<file path="src/rtl/serv_bufreg2_wide.sv">
// Secondary buffer register for a W-bit-per-cycle serial core: store data, load data
// with sign/zero extension, shift-amount counting and bus byte selects.
module serv_bufreg2_wide #(
    parameter int W = 1,
    localparam int RW = (W > 1) ? $clog2(W) : 1
) (
    input  logic          i_clk,
    input  logic          i_rst_n,
    input  logic          i_en,
    input  logic          i_init,
    input  logic          i_cnt_done,
    input  logic [1:0]    i_lsb,
    input  logic          i_byte_valid,
    input  logic          i_op_b_sel,
    input  logic          i_shift_op,
    input  logic [W-1:0]  i_rs2,
    input  logic [W-1:0]  i_imm,
    input  logic [1:0]    i_ls_size,
    input  logic          i_ls_signed,
    input  logic          i_load,
    input  logic [31:0]   i_dat,
    output logic [W-1:0]  o_op_b,
    output logic [W-1:0]  o_q,
    output logic          o_sh_done,
    output logic          o_sh_done_r,
    output logic [RW-1:0] o_sh_rem,
    output logic [31:0]   o_dat,
    output logic [3:0]    o_sel
);

    logic [31:0] dat;
    logic [31:0] next_dat;
    logic [5:0]  sh_cnt;
    logic [4:0]  rd_ptr;
    logic        sh_done_r;
    logic        dat_en;
    logic        sh_load;
    logic        sh_step;
    logic        sh_low;
    logic [5:0]  size_bits;
    logic [4:0]  base;
    logic [4:0]  sign_idx;
    logic        ext_bit;
    logic [3:0]  sel_mask;

    assign o_op_b   = i_op_b_sel ? i_rs2 : i_imm;
    assign dat_en   = i_en & i_init & (i_shift_op | i_byte_valid);
    assign next_dat = {o_op_b, dat[31:W]};
    assign sh_load  = i_en & i_init & i_shift_op & i_cnt_done;
    assign sh_step  = i_en & ~i_init & i_shift_op;
    assign sh_low   = sh_cnt < 6'(W);

    // A bus load overrides any operand shift-in happening in the same cycle.
    always_ff @(posedge i_clk or negedge i_rst_n) begin
        if (!i_rst_n)
            dat <= '0;
        else if (i_load)
            dat <= i_dat;
        else if (dat_en)
            dat <= next_dat;
    end

    // Loaded with the shift amount as its last operand chunk arrives; saturates at zero.
    always_ff @(posedge i_clk or negedge i_rst_n) begin
        if (!i_rst_n)
            sh_cnt <= '0;
        else if (sh_load)
            sh_cnt <= {1'b0, next_dat[4:0]};
        else if (sh_step)
            sh_cnt <= sh_low ? 6'd0 : sh_cnt - 6'(W);
    end

    always_ff @(posedge i_clk or negedge i_rst_n) begin
        if (!i_rst_n)
            sh_done_r <= 1'b0;
        else if (i_init)
            sh_done_r <= 1'b0;
        else
            sh_done_r <= o_sh_done;
    end

    always_ff @(posedge i_clk or negedge i_rst_n) begin
        if (!i_rst_n)
            rd_ptr <= '0;
        else if (i_load || i_init)
            rd_ptr <= '0;
        else if (i_en && !i_shift_op)
            rd_ptr <= rd_ptr + 5'(W);
    end

    assign o_sh_done   = i_shift_op & ~i_init & sh_low;
    assign o_sh_done_r = sh_done_r;
    assign o_dat       = dat;

    generate
        if (W == 1) begin : g_rem_narrow
            assign o_sh_rem = '0;
        end else begin : g_rem_wide
            assign o_sh_rem = sh_low ? sh_cnt[RW-1:0] : '0;
        end
    endgenerate

    always_comb begin
        size_bits = 6'd32;
        sel_mask  = 4'b1111;
        case (i_ls_size)
            2'd0: begin
                size_bits = 6'd8;
                sel_mask  = 4'b0001;
            end
            2'd1: begin
                size_bits = 6'd16;
                sel_mask  = 4'b0011;
            end
            default: begin
                size_bits = 6'd32;
                sel_mask  = 4'b1111;
            end
        endcase
    end

    assign base     = {i_lsb, 3'b000};
    assign sign_idx = base + 5'(size_bits - 6'd1);
    assign ext_bit  = i_ls_signed & dat[sign_idx];
    assign o_sel    = sel_mask << i_lsb;

    // Each lane reads the aligned field in place; lanes past the field width get the extension bit.
    generate
        for (genvar j = 0; j < W; j++) begin : g_lane
            logic [5:0] pos;
            logic [4:0] idx;
            assign pos    = {1'b0, rd_ptr} + 6'(j);
            assign idx    = base + rd_ptr + 5'(j);
            assign o_q[j] = (pos < size_bits) ? dat[idx] : ext_bit;
        end
    endgenerate

endmodule

</file>
<file path="config.mk">
export PLATFORM = sky130hd
export DESIGN_NAME = serv_bufreg2_wide
export DESIGN_NICKNAME = d
export VERILOG_FILES = /design/src/rtl/serv_bufreg2_wide.sv
export SDC_FILE = /design/constraint.sdc
export NUM_CORES = 1
export LEC_CHECK = 0
export BUFFER_PORTS_ARGS = -buffer_cell sky130_fd_sc_hd__buf_4
export CORE_MARGIN = 5
export CORE_UTILIZATION = 45
export CTS_BUF_LIST = sky130_fd_sc_hd__clkbuf_2
export CTS_CLUSTER_SIZE = 12
export DETAILED_ROUTE_END_ITERATION = 10
export GPL_ROUTABILITY_DRIVEN = 0
export GPL_TIMING_DRIVEN = 0
export PLACE_DENSITY_LB_ADDON = 0.15
export SKIP_CTS_REPAIR_TIMING = 1
export SLEW_MARGIN = 40
export SYNTH_ARGS = -nofsm -noshare
export SYNTH_HDL_FRONTEND = slang
export SYNTH_SLANG_ARGS = --single-unit
</file>
<file path="constraint.sdc">
create_clock -name i_clk -period 6 [get_ports i_clk]
set_input_delay 1.2 -clock i_clk [delete_from_list [all_inputs] [get_ports i_clk]]
set_output_delay 1.2 -clock i_clk [all_outputs]
set_load 0.01 [all_outputs]
</file>
==> out/metrics.yaml <==
synth:
  syn_area_mm2: 0.00260
  synth_ff_type: "dfrtp_1"
  synth_edf_count: 0
  synth_area_per_cell_um2: 10.1
  yosysSeqAreaShare_pct: 42.3
  yosysWarnings: 0
  yosys.area.top_type: "dfrtp_1"
  synth_nets: 310
  synth_seq_cells: 44
  syn_inst: 257
  ys_top_cells_by_area: "dfrtp_1, mux2i_1, o21ai_0"
  synth_async_sr_flop_share_pct: 100
  synth_cell_type_count: 37
  yosysTopAreaCellShare_pct: 42.3
global_routing:
  grt_util_met1_pct: 25.7
  grt_overflow_total: 0
  grt_max_degree: 45
  grt_pass1_vias: 2354
  grt_util_met3_pct: 5.67
  grt.busiest_layer: "met2"
  gr-usage-all-layers_pct: 19.3
  grt_pass1_wl_um: 11400
  antenna_found_initial: 0
  met2_usage_pct: 31.5
final_layout:
  syn_to_final_growth_pct: 30.2
  diodes: 0
  fin_nets: 401
  multi_input_area_mm2: 0.00138
  regArea_mm2: 0.00110
  utilization_pct: 60.8
  drive_above_1_share_pct: 31.5
  fill_cells: 524
  fin_area_mm2: 0.00339
power_and_ir_drop:
  p_int_mw: 0.535
  switching_share_pct: 32.5
  p_clk_share_pct: 21.5
  vdd_drop_max_uv: 114
  pwr-share-comb_pct: 29.8
  switchingPower_mw: 0.257
  leakage_nw: 1.68
  p_per_area_mw_per_mm2: 234
  p_seq_share_pct: 48.7
  p_total_mw: 0.792
cts:
  cts_max_path_buffers: 2
  cts_tree: "built"
  path_clk_slew_ns: 0.23
  clock-sinks: 44
  clock_latency_ns: 0.40
  cts_max_level: 2
  clockRootBuffer: "clkbuf_2"
  numCtsBuffers: 5
die:
  coreArea_mm2: 0.00557
  start_util_pct: 46.7
  boundaryPins: 89
  die_w_um: 86.1
  fp-row-count: 27
  die_y_um: 86.1
  die_area_mm2: 0.00741
worst_setup_path:
  cp_max_fo: 5
  crit_chain: "buf_4, or2_2, ha_1, xnor2_1, xnor2_1, mux4_2, a32o_1, buf_4"
  crit_path_start_kind: "input port"
  rrSetupSlack_ns: 4.29
  reg2reg_to: "sh_cnt[3]"
  endpoint: "o_q"
  slowest_stage: "mux4_2"
  end_kind: "output pin"
  crit_path_start: "i_ls_size[1]"
  r2r_start: "sh_cnt[0]"
  rr_worst_depth: 6
  crit_type: "input port to output pin"
  crit_path_max_incr_delay_ns: 0.33
  cp_data_arrival_time_ns: 2.96
  worstPathRequired_ns: 4.80
route:
  drtIter0Drc: 91
  dr.pass1.iters: 4
  final_antenna_net_count: 0
  remaining_drc_errors: 0
  post_drt_wl_per_cell_um: 15.9
  via_count: 2221
  wl_um: 6690
  viasPerCell: 5.28
sta:
  rsz0062_at_grt: "no"
  hold_viol: 0
  post-route-min-period_ns: 4.16
  skew_ns: 0.00998
  finalSetupTns_ns: 0
  drv_slew: 0
  slew_headroom_pct: 61.6
  fmax_mhz: 241
  whs_ns: 0.570
  setup_viol: 0
  period_share_pct: 69.3
  worstMarginPinSlew_ns: 0.577
flow_run:
  drv_cap: 0
outcome:
  status: "completed"
placement:
  dpl.hpwl_um: 5110
  placed_area_mm2: 0.00333
  io_buffers: 84
hold_path:
  hp-class: "flip-flop to flip-flop"
layout make-up:
class | count | share of cell area (%)
plain buffers | 18 | 2.95
clock buffers | 6 | 0.886
clock inverters | 2 | 1.03
inverters | 6 | 0.664
multi-input cells | 189 | 40.7
flip-flops and latches | 44 | 32.5
well taps | 72 | 2.66
repair buffers | 84 | 18.6
routing by layer:
metal / wire length [um] / vias to the layer above
li1: - / 1103
met1: 2970 / 1050
met2: 3230 / 66
met3: 464 / 2
met4: 29 / 0
met5: 0 / -
cell usage in the layout, fill, tap and decap left out, types with 2 or more instances in the layout:
cell       n
buf_4     85
dfrtp_1   44
mux2i_1   42
o21ai_0   41
nand2_1   38
clkbuf_1  11
nor2_1     7
nor3_1     7
inv_1      6
mux4_2     6
clkbuf_2   6
ha_1       5
xnor2_1    4
buf_2      4
nand2b_1   3
and4_1     3
mux2_2     3
o311ai_0   3
xor2_1     3
a211oi_1   2
a21oi_1    2
nor2b_1    2
o211ai_1   2
or3_1      2
a22oi_1    2
nand4_1    2
cell usage after synthesis (4+ instances only):
cell type,count
clkbuf_1,11
xnor2_1,4
mux2i_1,42
nor2_1,7
dfrtp_1,44
nor3_1,7
nand2_1,38
ha_1,5
buf_2,4
inv_1,6
o21ai_0,41
mux4_2,6
registers in the layout, indices dropped and copies added, names as in the netlist:
name / count
o_dat: 32
rd_ptr: 5
o_sh_done_r: 1
sh_cnt: 6
critical path, delay by kind of cell:
family	cells	cell delay, ns
xor+xnor	2	0.36
buf+inv	2	0.27
mux	1	0.33
fa+ha+maj	1	0.20
compound gates	1	0.29
simple gates	1	0.31
worst min path at each step:
| stage | startpoint | endpoint | slack, ns | cells after the start |
|---|---|---|---|---|
| after global routing | sh_cnt[2] | sh_cnt[2] | 0.65 | 1 |
| after CTS | sh_cnt[5] | sh_cnt[5] | 0.57 | 2 |
| after floorplan | sh_cnt[5] | sh_cnt[5] | 0.49 | 2 |
| final | sh_cnt[5] | sh_cnt[5] | 0.57 | 2 |
| after detailed placement | sh_cnt[5] | sh_cnt[5] | 0.53 | 2 |
| after global placement | sh_cnt[5] | sh_cnt[5] | 0.52 | 2 |
cell families after synthesis:
group / share of synthesized area [%]
flip-flops: 42.3
adder cells (fa/ha/maj): 2.40
buffers and inverters: 4.71
other: 0.144
multiplexers: 22.6
XOR/XNOR: 3.22
AND/OR/NAND/NOR: 11.8
AO/OA/AOI/OAI: 12.8
metrics by stage:
stage / std cells / worst slack, ns
after floorplan: 257 / 2.24
after global placement: 413 / 1.89
after detailed placement: 413 / 1.84
after CTS: 421 / 1.83
after global routing: 421 / 1.73
final: 421 / 1.84
power groups by stage:
stage          logic (mW)  clock network [mW]  registers (mW)
3_5_place_dp        0.239                   0           0.392
2_1_floorplan       0.129                   0           0.389
3_3_place_gp        0.235                   0           0.390
6_report            0.236               0.170           0.386
4_1_cts             0.239               0.177           0.386
5_1_grt             0.267               0.189           0.395
No activity file was read; power rests on OpenSTA's default activity.
